`src/rtl/cpu_stk.sv`:
```
`default_nettype none
// ============================================================================
// Module  : cpu_stk
// Purpose : Parametrised accumulator CPU with a data-memory handshake, a
//           hardware call/return stack, and sticky HALT and FAULT states.
// Rev     : 1.0
// ============================================================================
module cpu_stk #(
  parameter int DW = 8,
  parameter int AW = 8,
  parameter int PW = 8,
  parameter int SD = 4
) (
  input  logic          clk,
  input  logic          rst,
  input  logic [15:0]   inst,
  output logic [PW-1:0] pc,
  output logic [AW-1:0] addr,
  output logic [DW-1:0] wdata,
  input  logic [DW-1:0] rdata,
  output logic          mem_req,
  output logic          mem_we,
  input  logic          mem_ack,
  output logic          halted,
  output logic          fault,
  output logic [DW-1:0] z
);

  localparam int SPW = $clog2(SD + 1);
  localparam int IW  = (SD > 1) ? $clog2(SD) : 1;

  typedef enum logic [1:0] {
    S_RUN   = 2'd0,
    S_MEM   = 2'd1,
    S_HALT  = 2'd2,
    S_FAULT = 2'd3
  } state_t;

  state_t         r_state;
  logic [SPW-1:0] r_sp;
  logic [PW-1:0]  r_stack [SD];
  logic           r_wr_phase;
  logic [DW-1:0]  r_rdata;

  logic          w_is_imm, w_is_ctl, w_is_alu;
  logic          w_rd_op, w_wr_op, w_halt_now;
  logic          w_push_ok, w_pop_ok, w_alu_done;
  logic          w_eq, w_lt, w_gt, w_jump;
  logic [1:0]    w_op;
  logic [PW-1:0] w_pc_inc;
  logic [DW-1:0] w_x, w_x0, w_y0, w_x1, w_y1, w_s, w_rev, w_r;

  assign w_is_imm   = (inst[15:14] == 2'b00);
  assign w_is_ctl   = (inst[15:14] == 2'b01);
  assign w_is_alu   = inst[15];
  assign w_op       = inst[13:12];
  assign w_rd_op    = w_is_alu && (inst[9:8] == 2'b11);
  assign w_wr_op    = w_is_alu && inst[7];
  assign w_pc_inc   = pc + PW'(1);
  assign w_halt_now = (&pc) || (inst == 16'h0000) || (w_is_ctl && (w_op == 2'b11));

  assign w_push_ok = (r_state == S_RUN) && !w_halt_now && w_is_ctl &&
                     (w_op == 2'b00) && (r_sp != SPW'(SD));
  assign w_pop_ok  = (r_sp != '0);

  // A combined read+write instruction completes only after its second handshake
  assign w_alu_done = ((r_state == S_RUN) && !w_halt_now && w_is_alu && !w_rd_op && !w_wr_op) ||
                      ((r_state == S_MEM) && mem_ack && !(w_rd_op && w_wr_op && !r_wr_phase));

  always_comb begin
    w_x = z;
    case (inst[9:8])
      2'b00:   w_x = z;
      2'b01:   w_x = DW'(addr);
      2'b10:   w_x = DW'(pc);
      default: w_x = r_wr_phase ? r_rdata : rdata;
    endcase
    w_x0 = inst[1] ? '0 : w_x;
    w_y0 = inst[0] ? '0 : wdata;
    w_x1 = inst[3] ? ~w_x0 : w_x0;
    w_y1 = inst[2] ? ~w_y0 : w_y0;
    w_s  = inst[4] ? (w_x1 + w_y1) : (w_x1 & w_y1);
    w_rev = '0;
    for (int i = 0; i < DW; i++) begin
      w_rev[i] = w_s[DW-1-i];
    end
    w_r = inst[5] ? w_rev : w_s;
    if (inst[6]) begin
      w_r = ~w_r;
    end
  end

  assign w_eq   = (w_r == '0);
  assign w_lt   = w_r[DW-1];
  assign w_gt   = !w_eq && !w_lt;
  assign w_jump = (inst[12] && w_gt) || (inst[11] && w_lt) || (inst[10] && w_eq);

  always_ff @(posedge clk or posedge rst) begin
    if (rst) begin
      r_state    <= S_RUN;
      pc         <= '0;
      addr       <= '0;
      wdata      <= '0;
      z          <= '0;
      r_sp       <= '0;
      mem_req    <= 1'b0;
      mem_we     <= 1'b0;
      r_wr_phase <= 1'b0;
      r_rdata    <= '0;
      halted     <= 1'b0;
      fault      <= 1'b0;
    end else begin
      case (r_state)
        S_RUN: begin
          if (w_halt_now) begin
            r_state <= S_HALT;
            halted  <= 1'b1;
          end else if (w_is_imm) begin
            if (inst[13]) addr  <= AW'(inst[11:0]);
            if (inst[12]) wdata <= DW'(inst[11:0]);
            pc <= w_pc_inc;
          end else if (w_is_ctl) begin
            case (w_op)
              2'b00: begin
                if (w_push_ok) begin
                  r_sp <= r_sp + SPW'(1);
                  pc   <= PW'(addr);
                end else begin
                  r_state <= S_FAULT;
                  fault   <= 1'b1;
                end
              end
              2'b01: begin
                if (w_pop_ok) begin
                  r_sp <= r_sp - SPW'(1);
                  pc   <= r_stack[IW'(r_sp - SPW'(1))];
                end else begin
                  r_state <= S_FAULT;
                  fault   <= 1'b1;
                end
              end
              default: pc <= w_pc_inc;
            endcase
          end else if (w_rd_op || w_wr_op) begin
            // Read goes first when an instruction both reads and writes
            r_state    <= S_MEM;
            mem_req    <= 1'b1;
            mem_we     <= !w_rd_op;
            r_wr_phase <= 1'b0;
          end
        end
        S_MEM: begin
          if (mem_ack) begin
            if (w_rd_op && w_wr_op && !r_wr_phase) begin
              r_rdata    <= rdata;
              r_wr_phase <= 1'b1;
              mem_we     <= 1'b1;
            end else begin
              r_state    <= S_RUN;
              mem_req    <= 1'b0;
              mem_we     <= 1'b0;
              r_wr_phase <= 1'b0;
            end
          end
        end
        default: ;
      endcase

      if (w_alu_done) begin
        z  <= w_r;
        pc <= w_jump ? PW'(addr) : w_pc_inc;
        if (inst[14]) addr  <= AW'(w_r);
        if (inst[13]) wdata <= w_r;
      end
    end
  end

  always_ff @(posedge clk) begin
    if (w_push_ok) begin
      r_stack[IW'(r_sp)] <= w_pc_inc;
    end
  end

endmodule
`default_nettype wire

```
`config.mk`:
```
export PLATFORM = sky130hd
export DESIGN_NAME = cpu_stk
export DESIGN_NICKNAME = d
export VERILOG_FILES = /design/src/rtl/cpu_stk.sv
export SDC_FILE = /design/constraint.sdc
export NUM_CORES = 1
export LEC_CHECK = 0
export CAP_MARGIN = 20
export CORE_MARGIN = 2
export CORE_UTILIZATION = 29
export DETAILED_ROUTE_END_ITERATION = 6
export PLACE_DENSITY = 0.46
export SYNTH_ARGS = -nofsm -noshare
export SYNTH_HDL_FRONTEND = slang
export SYNTH_SLANG_ARGS = --single-unit
```
`constraint.sdc`:
```
create_clock -name clk -period 5.4 [get_ports clk]
set_clock_uncertainty 0.2 [all_clocks]
set_input_delay 1.62 -clock clk [delete_from_list [all_inputs] [get_ports clk]]
set_output_delay 1.62 -clock clk [all_outputs]
set_load 0.03 [all_outputs]
```
=== Word level (Yosys, flattened, before mapping) ===
Memories as Yosys holds them, arrays and structs flattened.
Cells that the tools add are included.

* Add/subtract/negate cells: 4
* Equal/unequal tests: 26
* Muxes and demuxes: 67
* Bitwise gates (word level): 6
* Reductions and logical operators: 51

{| class="wikitable"
|+ Operator list
! kind !! number
|-
| 8-bit 2-to-1 mux || 28
|-
| 8-bit NOT || 3
|-
| 8-bit one-hot mux with 3 select lines || 1
|-
| 7-bit AND reduction || 3
|-
| 1-bit 2-to-1 mux || 20
|-
| 1-bit logical AND || 18
|-
| 2-bit inequality test, second input constant || 9
|-
| 16-bit zero test || 1
|-
| 2-bit 2-to-1 mux || 8
|-
| 8-bit one-hot mux with 2 select lines || 1
|-
| 8-bit AND reduction || 2
|-
| 5-bit inequality test, second input constant || 2
|-
| 8-bit by 1-bit adder with 8-bit output, second input constant || 1
|-
| 8-bit adder || 1
|-
| 8-bit bitwise AND || 1
|-
| 2-bit by 1-bit == test with 1-bit output, second input constant || 4
|-
| 2-bit zero test || 4
|-
| 8-bit zero test || 1
|-
| 4-bit inequality test, second input constant || 2
|-
| 1-bit one-hot mux with 2 select lines || 4
|-
| 2-bit one-hot mux with 2 select lines || 2
|-
| 1-bit zero test || 7
|-
| 2-bit == test, second input constant || 3
|-
| 1-bit logical OR || 6
|-
| 15 further kinds || 22
|}

* Bits in registers: 50
* RAM bits: 32
* Input bits: 27
* Output and inout bits: 36
* Logic and storage cells: 167
* Memories: 1

{| class="wikitable"
|+ Memories
! name !! words !! bits a word !! rd ports !! clocked after memory_dff !! write ports !! line !! RTL
|-
| r_stack || 4 || 8 || 1 || 0 || 1 || 41 || <nowiki>logic [PW-1:0] r_stack [SD];</nowiki>
|}

=== Logic depth before layout (Yosys ltp) ===
* Word-level depth: 18
* Mapped depth: 17
* Mapped depth without buffers: 14

=== Worst setup path before layout ===
OpenSTA, ideal clock, no wires.

* Path type: input -> register
* From: in inst[8]
* To: reg pc[1]
* Library setup time: 126 ps
* Arrival time: 5313 ps
* Slack: -240 ps
* Stages: 16
* Path buffers: 3
* Cell sequence: buf_2 > mux4_2 > nand2b_1 > xnor2_1 > ha_1 > fa_1 > a211oi_1 > nor3_1 > nor3_1 > nand3_1 > a2bb2oi_1 > o311a_1 > buf_6 > or2_1 > buf_6 > a311o_1

* Longest elaborated chain between the ends: 18

{| class="wikitable"
|+ Ends and longest elaborated chain
! what !! line !! RTL
|-
| from (decl) || 16 || <nowiki>input logic [15:0] inst,</nowiki>
|-
| 2-bit == test (tied with other cells) || 72 || <nowiki>case (inst[9:8])</nowiki>
|-
| 8-bit one-hot mux with 3 select lines || 72 ||
|-
| 8-bit 2-to-1 mux || 78 || <nowiki>w_x0 = inst[1] ? '0 : w_x;</nowiki>
|-
| 8-bit NOT || 80 || <nowiki>w_x1 = inst[3] ? ~w_x0 : w_x0;</nowiki>
|-
| 8-bit 2-to-1 mux || 80 ||
|-
| 8-bit adder / 8-bit bitwise AND (equally long branches) || 82 || <nowiki>w_s = inst[4] ? (w_x1 + w_y1) : (w_x1 & w_y1);</nowiki>
|-
| 8-bit 2-to-1 mux || 82 ||
|-
| 8-bit 2-to-1 mux || 87 || <nowiki>w_r = inst[5] ? w_rev : w_s;</nowiki>
|-
| 8-bit NOT || 89 || <nowiki>w_r = ~w_r;</nowiki>
|-
| 8-bit 2-to-1 mux || 88 || <nowiki>if (inst[6]) begin</nowiki>
|-
| 8-bit zero test || 93 || <nowiki>assign w_eq = (w_r == '0);</nowiki>
|-
| 1-bit zero test || 95 || <nowiki>assign w_gt = !w_eq && !w_lt;</nowiki>
|-
| 1-bit logical AND || 95 ||
|-
| 1-bit logical AND || 96 || <nowiki>assign w_jump = (inst[12] && w_gt) || (inst[11] && w_lt) || (inst[10] && w_eq);</nowiki>
|-
| 1-bit logical OR (2 in a row) || 96 ||
|-
| 8-bit 2-to-1 mux || 171 || <nowiki>pc <= w_jump ? PW'(addr) : w_pc_inc;</nowiki>
|-
| 8-bit 2-to-1 mux || 169 || <nowiki>if (w_alu_done) begin</nowiki>
|-
| to (signal assigned) || 121 || <nowiki>pc <= w_pc_inc;</nowiki>
|-
| to (signal assigned) || 127 || <nowiki>pc <= PW'(addr);</nowiki>
|-
| to (signal assigned) || 171 ||
|-
| to (decl) || 17 || <nowiki>output logic [PW-1:0] pc,</nowiki>
|}

Parallel ways exist; a longest one is shown, timed or not.
A chain may end at the register's enable or synchronous reset.

=== Worst setup path after layout ===
* From: in rdata[5]
* To: reg pc[6]

* Longest elaborated chain between the ends: 18

{| class="wikitable"
|+ Ends and longest elaborated chain
! what !! line !! RTL
|-
| from (decl) || 20 || <nowiki>input logic [DW-1:0] rdata,</nowiki>
|-
| 8-bit 2-to-1 mux (*) || 76 || <nowiki>default: w_x = r_wr_phase ? r_rdata : rdata;</nowiki>
|-
| 8-bit one-hot mux with 3 select lines (*) || 72 ||
|-
| 8-bit 2-to-1 mux (*) || 78 ||
|-
| 8-bit NOT || 80 ||
|-
| 8-bit 2-to-1 mux (*) || 80 ||
|-
| 8-bit adder / 8-bit bitwise AND (equally long branches) || 82 ||
|-
| 8-bit 2-to-1 mux (*) || 82 ||
|-
| 8-bit 2-to-1 mux (*) || 87 ||
|-
| [2 not listed] || - ||
|-
| 8-bit zero test || 93 ||
|-
| 1-bit zero test || 95 ||
|-
| 1-bit logical AND || 95 ||
|-
| 1-bit logical AND || 96 ||
|-
| 1-bit logical OR || 96 ||
|-
| 1-bit logical OR (*) || 96 ||
|-
| 8-bit 2-to-1 mux (*) || 171 ||
|-
| 8-bit 2-to-1 mux (*) || 169 ||
|}

Mark *: on every way between the ends. The rest lies on a longest branch, timed or not.

==> out/qor.csv <==
stage;metric;value;unit
outcome;status;completed;
logic_synthesis;main combinational cell family by area after synthesis;compound AO/OA/AOI/OAI gates;
timing;Slew headroom;0.319;
detailed_routing;WL per Instance;19.2;um
floorplan;row cnt;49;
global_routing;initial antenna violation count;0;
floorplan;Die ar.;19700;um^2
global_routing;vias in the first global route;4537;
global_routing;total track usage;0.171;
setup_path;RR Endpoint;pc[6]$_DFFE_PP0P_;
power_and_ir_drop;Int Pwr;2.34;mW
timing;Final WS setup;0.143;ns
logic_synthesis;Synth area leaders;dfrtp_1 23%, edfxtp_1 18%, mux2_2 6.5%;
global_routing;first-pass GRT wire length;26100;um
setup_path;critical path type;in -> reg;
place;PortBufs;62;
place;GP Congestion;0.884;
timing;pins over their slew limit;0;
logic_synthesis;Synth Warn #;0;
clocking;CTS H-Tree Depth;3;
power_and_ir_drop;Sw Pwr;1.74;mW
power_and_ir_drop;Leak Pwr;3.00;nW
logic_synthesis;register area share after synthesis;0.410;
logic_synthesis;Yosys top cell area share;0.232;
logic_synthesis;Cells after Synth;526;
place;Post-Place Worst Slack;-0.627;ns
setup_path;R2R depth;15;
timing;worst-margin pin slew;1.02;ns
setup_path;Critical Path End;pc[6]$_DFFE_PP0P_;
logic_synthesis;Yosys cell types;62;
logic_synthesis;post-synthesis adder-cell area fraction;0.0361;
power_and_ir_drop;Pwr Density;555;nW/um^2
power_and_ir_drop;Clock power frac;0.146;
global_routing;pin count of the biggest net entering global routing;30;
layout;final core utilization;0.404;
clocking;CTS tree;built;
detailed_routing;initial detailed-routing violation count;249;
setup_path;CP endpoint kind;register;
setup_path;CP Launch Type;input pin;
clocking;clock root buffer;clkbuf_16;
logic_synthesis;syn nets;568;
setup_path;r2r setup slk;0.91;ns
clocking;clk buf depth;2;
logic_synthesis;Mapped Area;5400;um^2
clocking;Clock Sinks;82;
layout;share of cells above drive strength 1;0.262;
timing;Hold Slack;0.263;ns
layout;ANT cells;0;
job;max cap viols;0;
logic_synthesis;leading area contributor after synthesis;dfrtp_1;
logic_synthesis;asr flop ratio synth;0.610;
detailed_routing;DRT antenna net count;0;
power_and_ir_drop;sequential share of power;0.285;
logic_synthesis;XOR/XNOR Fraction of Synth Area;0.0535;
clocking;clk slew on worst S/H paths;0.06;ns
timing;post-layout minimum cycle time;5.26;ns
detailed_routing;drt pass-1 iters;4;
logic_synthesis;number of synthesized flops with an enable pin;32;
logic_synthesis;count leader, synth;dfrtp_1;
timing;Period Utilization, post-route;0.974;
timing;final count of negative-setup-slack endpoints;0;
detailed_routing;DRC;0;
timing;Fin. Hold Viols;0;
floorplan;DIE WIDTH;140;um
layout;area growth from synthesis to layout;35.8;%
logic_synthesis;most frequent cells after synthesis;50 x dfrtp_1, 41 x nand2_1, 34 x nor2_1;
place;dpl hpwl;12700;um
timing;f_max;190;MHz
logic_synthesis;syn_area_per_cell;10.3;um^2
place;Post-Place Cell Area;6650;um^2
logic_synthesis;Primary FF master, synth;dfrtp_1;
global_routing;GR Overflow Total;0;
layout;fillers;1787;
floorplan;io pins;63;
power_and_ir_drop;Sw Share;0.426;
clocking;Clk Latency, worst-skew pair;0.34;ns
detailed_routing;vias;4523;
setup_path;Setup crit start;rdata[5];
setup_path;Arrival @ worst endpoint;5.28;ns
clocking;cts bufs inserted;9;
detailed_routing;final wirelength;16700;um
setup_path;worst r2r src;r_wr_phase$_DFFE_PP0P_;
setup_path;crit path max fanout;8;
floorplan;Die H;140;um
layout;# nets final;679;
logic_synthesis;area fraction in and, or, nand and nor cells after synthesis;0.154;
logic_synthesis;Compound-Gate Fraction of Synth Area;0.157;
logic_synthesis;number of synthesized register bits;82;
power_and_ir_drop;maximum VDD drop;0.166;mV
power_and_ir_drop;Comb pwr share;0.569;
detailed_routing;Via density;5.19;
floorplan;core area;18100;um^2
hold_path;Hold Crit Class;reg -> reg;
layout;fin area;7340;um^2
setup_path;worst path required time;5.42;ns
floorplan;Starting Density;0.298;
logic_synthesis;multiplexer share of the synthesized area;0.154;
power_and_ir_drop;Final Total Pwr;4.07;mW
## flip-flops by register name, summed over array words and instances (netlist names)
signal / flops
halted: 1
r_state: 2
r_wr_phase: 1
r_sp: 3
r_rdata: 8
addr: 8
mem_req: 1
mem_we: 1
r_stack: 32
z: 8
wdata: 8
fault: 1
pc: 8
## what timing repair did
action / in CTS / in global routing
resized for setup: 28 / 32
setup endpoints to repair: 8 / 8
pin swaps: 29 / 29
setup buffers: 7 / 5
gates cloned: 0 / 0
hold buffers: 0 / 0
## power by group through the flow
stage | Combinational, mW | Sequential, mW | Clock (mW)
5_1_grt | 2.50 | 1.19 | 0.630
3_3_place_gp | 2.01 | 1.17 | 0
2_1_floorplan | 1.08 | 1.27 | 0
4_1_cts | 2.19 | 1.16 | 0.607
6_report | 2.32 | 1.16 | 0.594
3_5_place_dp | 2.02 | 1.17 | 0
## cells by family after synthesis
logic type      count (synthesis)
buf+inv                        43
mux                            68
flops                          82
xor+xnor                       33
simple gates                  164
compound gates                121
fa+ha+maj                      15
## final cells by class
class,instances,area [um^2],area share
tap,229,287,0.0391
sequential,82,2210,0.302
clock buffer,9,225,0.0307
multi-input combinational,401,3320,0.453
clock inverter,7,60.1,0.00819
timing repair buffer,134,1200,0.163
inverter,9,33.8,0.00461
## layout by cell type, fill, tap and decap left out, types with 20 or more instances in the layout
master,count
buf_4,68
clkdlybuf4s50_1,54
dfrtp_1,50
nand2_1,41
nor2_1,33
edfxtp_1,32
a21oi_1,28
mux2i_1,27
mux2_2,26
o21ai_0,25
xnor2_1,20
## through the flow
step | TNS (ns) | instances
final | 0 | 871
after global routing | -0.0104 | 871
after CTS | 0 | 866
after detailed placement | -4.59 | 843
after global placement | -4.37 | 843
after floorplan | 0 | 526
## worst min path at each step
stage | slack (ns) | depth (start not counted) | startpoint | end
finish | 0.26 | 1 | halted$_DFFE_PP0P_ | halted$_DFFE_PP0P_
floorplan | 0.26 | 1 | r_sp[2]$_DFFE_PP0P_ | r_sp[2]$_DFFE_PP0P_
detailed placement | 0.25 | 1 | halted$_DFFE_PP0P_ | halted$_DFFE_PP0P_
CTS | 0.27 | 1 | halted$_DFFE_PP0P_ | halted$_DFFE_PP0P_
global placement | 0.25 | 1 | halted$_DFFE_PP0P_ | halted$_DFFE_PP0P_
global route | 0.29 | 1 | halted$_DFFE_PP0P_ | halted$_DFFE_PP0P_
## critical path, cell delays in order
cell and delay [ns]:
clkdlybuf4s50_1 0.43, mux2_2 0.28, mux4_2 0.51, nand2b_4 0.10, xnor2_2 0.09, ha_4 0.31, o211ai_1 0.12, o2111a_1 0.30
nor3_4 0.26, nand3_2 0.12, a2bb2oi_4 0.18, o311a_1 0.38, or2_4 0.28, a311o_1 0.31
## layer usage
layer / routed length (um) / part of all wire / up-vias / track usage
met3: 561 / 0.034 / 11 / 0.0236
met2: 7820 / 0.47 / 96 / 0.274
met4: 146 / 0.0087 / 0 / 0.0411
met5: 0 / 0 / - / 0
met1: 8210 / 0.49 / 2237 / 0.245
li1: - / - / 2179 / -
No activity file was read; power rests on OpenSTA's default activity.
==> variant: new RTL, config.mk and constraints unchanged <==
Set the parameter `PW` to 10 (it was 8).
--- a/src/rtl/cpu_stk.sv
+++ b/src/rtl/cpu_stk.sv
@@ -9,5 +9,5 @@
   parameter int DW = 8,
   parameter int AW = 8,
-  parameter int PW = 8,
+  parameter int PW = 10,
   parameter int SD = 4
 ) (
Interface: changed (resized pc); port bits go from 63 to 65. The function was not compared with the original's and may differ.
==> variant against the original RTL <==
  * Sequential cell count grew 10
  * Wire length grew 14%
  * Highest routed layer unchanged
  * Largest cell class unchanged
  * Worst setup slack got worse by 64 ps
  * Combinational power is 8% higher
  * Area after synthesis rose by 9.5%
  * Count of clock-buffer cells in the layout is 1 higher
  * Total power rose by 6.4%
  * Critical path depth up 2
  * Cell area increased by 11%
  * Clock power rose by 2%
  * Sequential share of layout area up 0.59 points
==> variant: results (changes against the original RTL) <==
| Metric | Value |
|---|---|
| Critical register-to-register path endpoint | pc[5]$_DFFE_PP0P_ |
| Filler instances | 1932 (+8.1%) |
| Crit path max-delay family | multiplexers |
| Post-synthesis adder-cell area fraction | 3.30% (-0.31 points) |
| Max transition margin | 25.8% (-6.0 points) |
| Number of enable flip-flop cells after synthesis | 40 (+25%) |
| Distinct cell type count of the synthesized netlist | 64 (+3.2%) |
| Half-perimeter wire length of the detailed placement result | 14600 microns (+15%) |
| Status | finished, final reports clean |
| Routed len/inst | 19.5 microns (+1.6%) |
| Total number of vias | 5011 (+11%) |
| Number of logic inverters in the finished layout | 19 (+10) |
| Maximum number of pins on one net before global-route repair | 36 (+20%) |
| Capturing element of the worst setup path | pc[0]$_DFFE_PP0P_ |
| Starting DRT DRC Count | 355 (+43%) |
| Number of sinks handled by clock tree synthesis | 92 (+12%) |
| Mux share of post-synthesis cell area | 17.7% (+2.3 points) |
| Non-clock buffer share of cell area | 17.3% (+1.0 points) |
| Compound-Gate Fraction of Synth Area | 14.5% (-1.3 points) |
| Sequential area share after synthesis | 42.3% (+1.4 points) |
| Total of plain and repair buffers excluding clock buffers | 167 (+25%) |
| Cell total after placement | 947 (+12%) |
| Worst voltage drop across the vdd grid | 0.000302 V (+81%) |
| Internal reg-to-reg setup slack | 760 ps (-150 ps) |
| Crit path from | rdata[7] |
| Clock network contribution to total cell area | 3.40% (-0.49 points) |
| Post-Synthesis Mean Instance Area | 10.6 sq um (+3.6%) |
| Placed standard-cell area | 0.00744 sq mm (+12%) |
| Routability-driven placement congestion ratio | 0.868 (-1.8%) |
| Area overhead of the layout relative to synthesis | 37.7% |
| Worst EP arrival | 5380 ps (+100 ps) |
| Maximum fanout count along the critical path | 3 (-5) |
| Number of vias per cell | 5.12 (-1.3%) |
| IO Port Bufs | 64 (+3.2%) |
| Overall track demand over capacity in global routing | 18.3% (+1.2 points) |
| Leakage power of the design | 3.36 nW (+12%) |
| Fraction of the cycle the final worst path needs | 98.5% (+1.2 points) |
| Xor-xnor portion of the synthesized cell area | 5.33% (-0.019 points) |
| Vias in the first global route | 5128 (+13%) |
| Area of combinational cells with multiple inputs | 0.00354 sq mm (+6.6%) |
| Comb_multi_in | 414 (+3.2%) |
| Nets@finish | 745 (+9.7%) |
| Worst setup timing slack at the placement stage | -674 ps (-47.4 ps) |
| Net count after synthesis | 598 (+5.3%) |
| Global-route wire length before repair | 30100 microns (+15%) |
| Cell types with the largest area share after synthesis | sky130_fd_sc_hd__dfrtp_1 22%, sky130_fd_sc_hd__edfxtp_1 20%, sky130_fd_sc_hd__mux4_2 7.2% |
## variant: metal layers
metal	track usage [%]	part of all wire [%]	wire (microns)
met5	0	0	0
met4	5.00	1.5	286
met3	2.33	5.1	971
met2	29.5	48	9100
met1	25.9	46	8720
## variant: cells by family (layout without fill, tap and decap cells)
group	count (synthesis)	in the layout
buffers and inverters	50	202
multiplexers	77	77
flip-flops	92	92
XOR/XNOR	36	36
adder cells (fa/ha/maj)	15	15
AO/OA/AOI/OAI	127	127
AND/OR/NAND/NOR	159	159
## variant: what timing repair did
action | CTS | global route
buffers inserted | 10 | 5
setup endpoints to repair | 10 | 10
gates cloned | 0 | 0
pin swaps | 29 | 25
hold endpoints to repair | 0 | 0
gates resized for setup | 49 | 28
## variant: where the power goes
part / total (W) / internal (W) / switching, W
clock: 0.000605 / 0.000316 / 0.000288
combinational: 0.00251 / 0.00123 / 0.00129
sequential: 0.00122 / 0.000955 / 0.000266
total: 0.00434 / 0.00250 / 0.00184
